[src/rtl/bus_poll_scheduler_pkg.sv]
// Shared definitions for the RS485 motor poll scheduler and its frame engine.
package bus_poll_scheduler_pkg;

    // Frame types requested from the frame engine
    typedef enum logic [1:0] {
        STATUS_REQ   = 2'd0,
        COMMAND      = 2'd1,
        CONTROL_MODE = 2'd2
    } frame_type_e;

    // Scheduler states
    typedef enum logic [2:0] {
        IDLE      = 3'd0,
        WAIT_SLOT = 3'd1,
        ISSUE     = 3'd2,
        WAIT_DONE = 3'd3,
        GAP       = 3'd4
    } sched_state_e;

    // Frame magic numbers, kept here so the frame engine and scheduler agree
    localparam logic [7:0] FRAME_SOF           = 8'hA5;
    localparam logic [7:0] FRAME_MAGIC_STATUS  = 8'h3C;
    localparam logic [7:0] FRAME_MAGIC_COMMAND = 8'h5A;
    localparam logic [7:0] FRAME_MAGIC_CTRL    = 8'h69;

endpackage

[src/rtl/bus_poll_scheduler_rr.sv]
// Round-robin search: first set bit of mask strictly after cur_idx, wrapping.
// If cur_idx is the only enabled motor it is selected again.
module rr_next_index #(
    parameter int N = 10
) (
    input  logic [N-1:0] mask,
    input  logic [7:0]   cur_idx,
    output logic [7:0]   next_idx,
    output logic         found
);

    logic [2*N-1:0] dbl;
    logic [N-1:0]   rot;
    logic [8:0]     sum;

    // Rotate the mask so bit j stands for motor cur_idx+1+j, then take the lowest set bit
    always_comb begin
        dbl      = {mask, mask};
        rot      = N'(dbl >> ({1'b0, cur_idx} + 9'd1));
        found    = 1'b0;
        sum      = '0;
        next_idx = cur_idx;
        for (int j = N - 1; j >= 0; j--) begin
            if (rot[j]) begin
                found = 1'b1;
                sum   = {1'b0, cur_idx} + 9'd1 + 9'(j);
            end
        end
        if (sum >= 9'(N)) begin
            sum = sum - 9'(N);
        end
        if (found) begin
            next_idx = 8'(sum);
        end
    end

endmodule

[src/rtl/bus_poll_scheduler.sv]
// Schedules status polls, control-mode and command frames for motors sharing
// one RS485 bus, with response timeout, bus guard gap and per-motor statistics.
module bus_poll_scheduler
    import bus_poll_scheduler_pkg::*;
#(
    parameter int NUMBER_OF_MOTORS = 10,
    parameter int CNT_W            = 16
) (
    input  logic                                   clk,
    input  logic                                   reset_n,
    input  logic                                   enable,
    input  logic [NUMBER_OF_MOTORS-1:0]            motor_enable,
    input  logic [31:0]                            slot_cycles,
    input  logic [31:0]                            timeout_cycles,
    input  logic [15:0]                            guard_cycles,
    input  logic [NUMBER_OF_MOTORS-1:0]            ctrl_update_req,
    input  logic [NUMBER_OF_MOTORS-1:0]            setpoint_update_req,
    output logic                                   cmd_valid,
    input  logic                                   cmd_ready,
    output logic [7:0]                             cmd_motor,
    output logic [1:0]                             cmd_type,
    input  logic                                   txn_done,
    input  logic                                   txn_ok,
    output logic                                   rsp_timeout,
    output logic                                   busy,
    input  logic                                   counters_clear,
    output logic [NUMBER_OF_MOTORS-1:0][CNT_W-1:0] req_count,
    output logic [NUMBER_OF_MOTORS-1:0][CNT_W-1:0] ok_count
);

    localparam int         N        = NUMBER_OF_MOTORS;
    localparam logic [7:0] LAST_IDX = 8'(N - 1);

    sched_state_e state_q, state_d;
    frame_type_e  type_q, type_d;
    logic [7:0]   motor_q, motor_d;
    logic [31:0]  slot_tmr_q;
    logic [31:0]  rsp_tmr_q;
    logic [15:0]  gap_tmr_q;
    logic [N-1:0] ctrl_pend_q;
    logic [N-1:0] setp_pend_q;
    logic         poll_ok_q;
    logic         rsp_timeout_q;

    logic [7:0]   rr_next;
    logic         rr_found;
    logic [N-1:0] motor_oh;
    logic         handshake;
    logic         hs_status;
    logic         hs_ctrl;
    logic         hs_command;
    logic         poll_done_ok;
    logic         expire;
    logic         gap_enter;

    function automatic logic [CNT_W-1:0] sat_inc(input logic [CNT_W-1:0] v);
        return (&v) ? v : v + CNT_W'(1);
    endfunction

    rr_next_index #(
        .N (N)
    ) u_rr (
        .mask     (motor_enable),
        .cur_idx  (motor_q),
        .next_idx (rr_next),
        .found    (rr_found)
    );

    // Decode the current motor and this cycle's handshake / completion events
    always_comb begin
        motor_oh = '0;
        for (int i = 0; i < N; i++) begin
            motor_oh[i] = (motor_q == 8'(i));
        end
        handshake    = (state_q == ISSUE) && cmd_ready;
        hs_status    = handshake && (type_q == STATUS_REQ);
        hs_ctrl      = handshake && (type_q == CONTROL_MODE);
        hs_command   = handshake && (type_q == COMMAND);
        poll_done_ok = (state_q == WAIT_DONE) && txn_done && txn_ok && (type_q == STATUS_REQ);
    end

    // Next-state logic; WAIT_SLOT leaves two cycles early so a ready engine
    // handshakes on the very edge where the slot timer runs out
    always_comb begin
        state_d   = state_q;
        motor_d   = motor_q;
        type_d    = type_q;
        expire    = 1'b0;
        gap_enter = 1'b0;
        case (state_q)
            IDLE: begin
                if (enable && (|motor_enable)) begin
                    state_d = WAIT_SLOT;
                end
            end
            WAIT_SLOT: begin
                if (!enable || !rr_found) begin
                    state_d = IDLE;
                end else if (slot_tmr_q <= 32'd2) begin
                    state_d = ISSUE;
                    motor_d = rr_next;
                    type_d  = STATUS_REQ;
                end
            end
            ISSUE: begin
                if (cmd_ready) begin
                    state_d = WAIT_DONE;
                end
            end
            WAIT_DONE: begin
                // txn_done wins over a same-cycle expiry
                if (txn_done) begin
                    state_d   = GAP;
                    gap_enter = 1'b1;
                end else if (rsp_tmr_q <= 32'd1) begin
                    state_d   = GAP;
                    gap_enter = 1'b1;
                    expire    = 1'b1;
                end
            end
            GAP: begin
                if (gap_tmr_q <= 16'd1) begin
                    if (poll_ok_q && (|(ctrl_pend_q & motor_oh))) begin
                        state_d = ISSUE;
                        type_d  = CONTROL_MODE;
                    end else if (poll_ok_q && (|(setp_pend_q & motor_oh))) begin
                        state_d = ISSUE;
                        type_d  = COMMAND;
                    end else if (enable && (|motor_enable)) begin
                        state_d = WAIT_SLOT;
                    end else begin
                        state_d = IDLE;
                    end
                end
            end
            default: state_d = IDLE;
        endcase
    end

    // State register, current frame, timers and the follow-up qualifier
    always_ff @(posedge clk or negedge reset_n) begin
        if (!reset_n) begin
            state_q       <= IDLE;
            motor_q       <= LAST_IDX;
            type_q        <= STATUS_REQ;
            slot_tmr_q    <= '0;
            rsp_tmr_q     <= '0;
            gap_tmr_q     <= '0;
            poll_ok_q     <= 1'b0;
            rsp_timeout_q <= 1'b0;
        end else begin
            state_q       <= state_d;
            motor_q       <= motor_d;
            type_q        <= type_d;
            rsp_timeout_q <= expire;
            if (hs_status) begin
                slot_tmr_q <= slot_cycles;
            end else if (slot_tmr_q != 32'd0) begin
                slot_tmr_q <= slot_tmr_q - 32'd1;
            end
            if (handshake) begin
                rsp_tmr_q <= timeout_cycles;
            end else if (rsp_tmr_q != 32'd0) begin
                rsp_tmr_q <= rsp_tmr_q - 32'd1;
            end
            if (gap_enter) begin
                gap_tmr_q <= guard_cycles;
            end else if (gap_tmr_q != 16'd0) begin
                gap_tmr_q <= gap_tmr_q - 16'd1;
            end
            // Only a successful status poll unlocks follow-up frames
            if (gap_enter) begin
                poll_ok_q <= poll_done_ok;
            end
        end
    end

    // Sticky pending flags; a same-cycle request pulse beats the clear
    always_ff @(posedge clk or negedge reset_n) begin
        if (!reset_n) begin
            ctrl_pend_q <= '0;
            setp_pend_q <= '0;
        end else begin
            ctrl_pend_q <= (ctrl_pend_q & ~(motor_oh & {N{hs_ctrl}})) | ctrl_update_req;
            // The control-mode frame also carries the setpoint
            setp_pend_q <= (setp_pend_q & ~(motor_oh & {N{hs_ctrl | hs_command}})) | setpoint_update_req;
        end
    end

    // Per-motor saturating statistics; clear beats any same-cycle increment
    always_ff @(posedge clk or negedge reset_n) begin
        if (!reset_n) begin
            req_count <= '0;
            ok_count  <= '0;
        end else if (counters_clear) begin
            req_count <= '0;
            ok_count  <= '0;
        end else begin
            for (int i = 0; i < N; i++) begin
                if (hs_status && motor_oh[i]) begin
                    req_count[i] <= sat_inc(req_count[i]);
                end
                if (poll_done_ok && motor_oh[i]) begin
                    ok_count[i] <= sat_inc(ok_count[i]);
                end
            end
        end
    end

    assign cmd_valid   = (state_q == ISSUE);
    assign cmd_motor   = motor_q;
    assign cmd_type    = type_q;
    assign rsp_timeout = rsp_timeout_q;
    assign busy        = (state_q != IDLE);

endmodule

[config.mk]
export PLATFORM = sky130hd
export DESIGN_NAME = bus_poll_scheduler
export DESIGN_NICKNAME = d
export VERILOG_FILES = /design/src/rtl/bus_poll_scheduler_pkg.sv /design/src/rtl/bus_poll_scheduler_rr.sv /design/src/rtl/bus_poll_scheduler.sv
export SDC_FILE = /design/constraint.sdc
export NUM_CORES = 1
export LEC_CHECK = 0
export CAP_MARGIN = 40
export CORE_UTILIZATION = 45
export DETAILED_ROUTE_END_ITERATION = 12
export PLACE_DENSITY = 0.71
export SYNTH_ARGS = -nofsm -noshare
export SYNTH_HDL_FRONTEND = slang
export SYNTH_SLANG_ARGS = --single-unit
[constraint.sdc]
create_clock -name clk -period 4.9 [get_ports clk]
set_input_delay 0.98 -clock clk [delete_from_list [all_inputs] [get_ports clk]]
set_output_delay 0.98 -clock clk [all_outputs]
set_load 0.01 [all_outputs]
-- After elaboration in Yosys (flattened, before gate mapping)
Cells that the tools add are included.
- flip-flop bits (word level): 435
- output and inout port bits: 333
- logic and storage cells: 325
- add/sub/neg operators: 34
- magnitude comparators: 4
- equality and inequality tests: 43
- shift-type cells: 1
- mux-type cells: 91
- bitwise operators: 12
- reductions and logical operators: 110
- operator list (operator ; count):
    $mux 16 ; 42
    $add 16x1->16 const B ; 20
    $mux 160 ; 2
    $reduce_and 16->1 ; 20
    $mux 32 ; 4
    $mux 9 ; 10
    $reduce_bool 32->1 ; 2
    $sub 32x1->32 const B ; 2
    $and 10x10->10 ; 6
    $ne 2x2->1 const B ; 24
    $reduce_bool 2->1 ; 24
    $reduce_and 2->1 ; 20
    $add 9x3->9 const B ; 4
    $eq 8x3->1 const B ; 4
    $le 32x1->1 const B ; 1
    $le 32x2->1 const B ; 1
    $logic_and 1x1->1 ; 30
    $reduce_or 10->1 ; 3
    $mux 3 ; 7
    $not 10->10 ; 2
    $or 10x10->10 ; 2
    $shr 20x9->10 ; 1
    $add 9x2->9 const B ; 2
    $add 9x4->9 const B ; 2
    33 further kinds ; 60

-- Longest topological paths before layout
- depth after elaboration: 16
- gate-level depth with buffers: 16
- depth with buffers taken out: 14

-- Cells and area by module
From an unflattened synthesis, not the netlist that was laid out.
- cells, all modules: 2658
- area total of the unflattened synthesis: 24664.9 um^2
- modules (own cells, without submodules) (module ; instances ; cells an instance ; area an instance (um^2)):
    bus_poll_scheduler ; 1 ; 2310 ; 22103.7
    rr_next_index ; 1 ; 348 ; 2561.2

-- Worst setup path after synthesis
Ideal clock, no wire load.
- kind: input -> register
- from: in motor_enable[8]
- to: reg motor_q[2], in the netlist cmd_motor[2]
- setup time: 0.119 ns
- arrival: 3.711 ns
- data required time: 4.781 ns
- setup slack: 1.070 ns
- stages: 13
- path buffers: 1
- cell sequence: mux2i_4 o22ai_1 o32a_1 and2_1 clkbuf_1 or3_1 a31o_2 o31ai_2 inv_1 ha_1 o211ai_2 a311oi_1 o21a_1
- longest elaborated chain between the ends: 15
- ends and longest elaborated chain (item ; RTL line ; RTL):
    start, declared ; bus_poll_scheduler.sv:12 ; input logic [NUMBER_OF_MOTORS-1:0] motor_enable,
    $shr 20x9->10 (*) ; bus_poll_scheduler_rr.sv:19 ; rot = N'(dbl >> ({1'b0, cur_idx} + 9'd1));
    branches (longest 14 deep; another with $sub 8x4->8) ; - ;
    end signal, assigned ; bus_poll_scheduler.sv:153 ; motor_q <= motor_d;
    end, declared ; bus_poll_scheduler.sv:36 ; logic [7:0] motor_q, motor_d;
Every way passes the cells marked *.
A chain may end at the register's enable or synchronous reset.

-- Worst setup path in the final report
- from: in motor_enable[9]
- to: reg motor_q[2], in the netlist cmd_motor[2]
Same word-level chain as after synthesis.

==> results.ini <==
[power_and_ir_drop]
power.total_w=0.00964
p_leak_nw=12.2
ir_worst_vdd_uv=339
power_density_nw_per_um2=312

[clock_tree]
cts_buffer_depth=3
cts_tree=yes
root_buffer=clkbuf_16
postCtsResizedCells=0
cts_made_buffers=49
insertion_delay_ns=0.60
post_cts_buffers=0
path_clk_slew_ns=0.06
htreeDepth=2
hold_buffers=0
clock-sinks=435

[synth]
yosys.area.top_type=dfrtp_1
syn_nets=2758
synth_top_area_share_pct=46.0
synth.most_common_cell=dfrtp_1
synth_area_leaders=dfrtp_1, xor2_1, nor2_1
syn_inst=2601
synth_edf_count=0
yosysWarningCount=0
synth-seq-cells=435
yosys_most_used_dff=dfrtp_1
async_flop_share_pct=100
yosysSeqAreaShare_pct=46.2
yosysUniqueCellTypes=80
synth_area_per_cell_um2=9.06
netlist_area_um2=23600
synth_common_cells=dfrtp_1, nor2_1, nand2_1

[setup_path]
crit_fanout=8
worstPathArrival_ns=4.89
reg2reg_to=cmd_motor[2]
reg2regPathDepth=13
worst-setup-path-type=in -> reg
critical_path_required_ns=5.44
cp-end-kind=flop
setup.worst_path.start_class=primary input
regToRegSetupSlack_ns=0.58
r2r_start=cmd_motor[0]

[timing]
hold_viol_final=0
min_period_over_period_pct=88.8
slew_headroom_pct=37.4
grt_setup_unrepaired=no
tightest_slew_ns=0.938
worst_clock_skew_ns=0.0289
clock.fmax_mhz=230
setup_viol_count_final=0
whs_ns=0.389
fin_setup_tns_ns=0
slew_viol_final=0
finalCriticalPeriod_ns=4.35

[final_layout]
drive_above_1_share_pct=6.49
final_core_util_pct=60.0
nNetsFinal=3231
regArea_um2=10900
area_growth_syn_to_layout_pct=31.1
multi_input_area_um2=12100
nFillCells=4477

[placement]
finalWeightedCongestion=0.929
hpwlAfterDp_um=57600
io_buffers=449

[global_routing]
antenna_found_initial=5
grt_pass1_vias=21200
grt_overflow_total=0
track_usage_pct=28.9
grt_max_degree=149
grt_pass1_wl_um=122000

[routing]
dr.pass1.iters=5
viasPerCell=5.70
postRouteAntennaNets=0
wl_per_cell_um=20.6
vias=21600
drcViolationCount=0
drt-total-wl_um=78300
drt-initial-drc-count=1565

[floorplan]
dieArea_um2=53300
io_pins=450
core-area_um2=51500
die_w_um=231
rows=83
dieHeight_um=231
initial_utilization_pct=45.8

[hold_path]
worstHoldPathType=in -> async

[status]
status=completed

[run]
maxCapViolCount=0

## worst max-delay path, cell delays in order
cell,delay (ns)
clkdlybuf4s50_1,0.68
mux2i_1,0.16
mux4_2,0.56
o2bb2ai_1,0.55
a31oi_1,0.07
o311ai_0,0.39
a311oi_1,0.10
o31ai_2,0.33
inv_1,0.11
ha_1,0.31
and3b_1,0.19
a311oi_1,0.26
o21a_1,0.18
## layout make-up
class                           count  share of cell area [%]
Antenna cell                        3                  0.0243
Clock buffer                       64                    4.61
Clock inverter                     24                    1.02
Inverter                           54                   0.656
Multi-Input combinational cell   2011                    39.1
Sequential cell                   435                    35.2
Tap cell                          680                    2.75
Timing Repair Buffer              523                    16.6
## cell families after synthesis
group	Yosys count	synth area share [%]
muxes	42	2.06
buffers and inverters	155	2.63
xor gates and xnor gates	304	11.3
and+or+nand+nor	1198	24.6
AOI/OAI and AO/OA	427	11.0
adders and majority gates	40	2.12
DFF	435	46.2
## stage by stage
stage / setup WS, ns / area, um^2 / cells
finish: 0.550 / 30900 / 3794
global route: 0.404 / 30900 / 3794
CTS: 0.698 / 30900 / 3790
detailed placement: 0.0602 / 29100 / 3702
global placement: 0.154 / 29100 / 3701
floorplan: 1.07 / 23600 / 2601
## report_power, final
| part | switching [W] | internal, W |
|---|---|---|
| Clock | 0.00157 | 0.00237 |
| Sequential | 0.000366 | 0.00396 |
| Combinational | 0.000753 | 0.000630 |
## registers in the layout, indices dropped and copies added, names as in the netlist
signal,cells
ok_count,160
req_count,160
rsp_tmr_q,32
slot_tmr_q,32
gap_tmr_q,16
ctrl_pend_q,10
setp_pend_q,10
cmd_motor,8
state_q,3
cmd_type,2
poll_ok_q,1
rsp_timeout,1
## metal layers
| layer | track usage [%] | share of wire (%) | vias to the layer above |
|---|---|---|---|
| met4 | 9.19 | 3.3 | 2 |
| met2 | 47.1 | 47 | 689 |
| met5 | 0 | 0.011 | - |
| li1 | - | - | 10100 |
| met3 | 7.61 | 7.8 | 142 |
| met1 | 37.4 | 42 | 10700 |
## worst max path at each step
| stage | from | to | slack (ns) | depth (start not counted) |
|---|---|---|---|---|
| 4_1_cts | motor_enable[9] | cmd_motor[2] | 0.70 | 13 |
| 2_1_floorplan | motor_enable[8] | cmd_motor[2] | 1.07 | 13 |
| 3_3_place_gp | motor_enable[9] | cmd_motor[2] | 0.15 | 13 |
| 3_5_place_dp | motor_enable[9] | cmd_motor[2] | 0.06 | 13 |
| 5_1_grt | cmd_motor[0] | cmd_motor[2] | 0.40 | 13 |
| 6_report | motor_enable[9] | cmd_motor[2] | 0.55 | 13 |
## placed cells by master, fill, tap and decap left out, drive strengths merged, types with 16 or more instances in the layout
master	count
clkdlybuf4s50	447
dfrtp	433
nor2	364
nand2	277
o21ai	169
xor2	161
xnor2	143
a21oi	113
nand3	102
nand4	88
or3	83
nor3	79
buf	76
clkbuf	64
and3	58
inv	51
ha	40
nand2b	36
mux2i	34
nor4	25
and4	24
a31oi	18
clkinv	18
o22ai	16
nor2b	16
No activity file was read; power rests on OpenSTA's default activity.
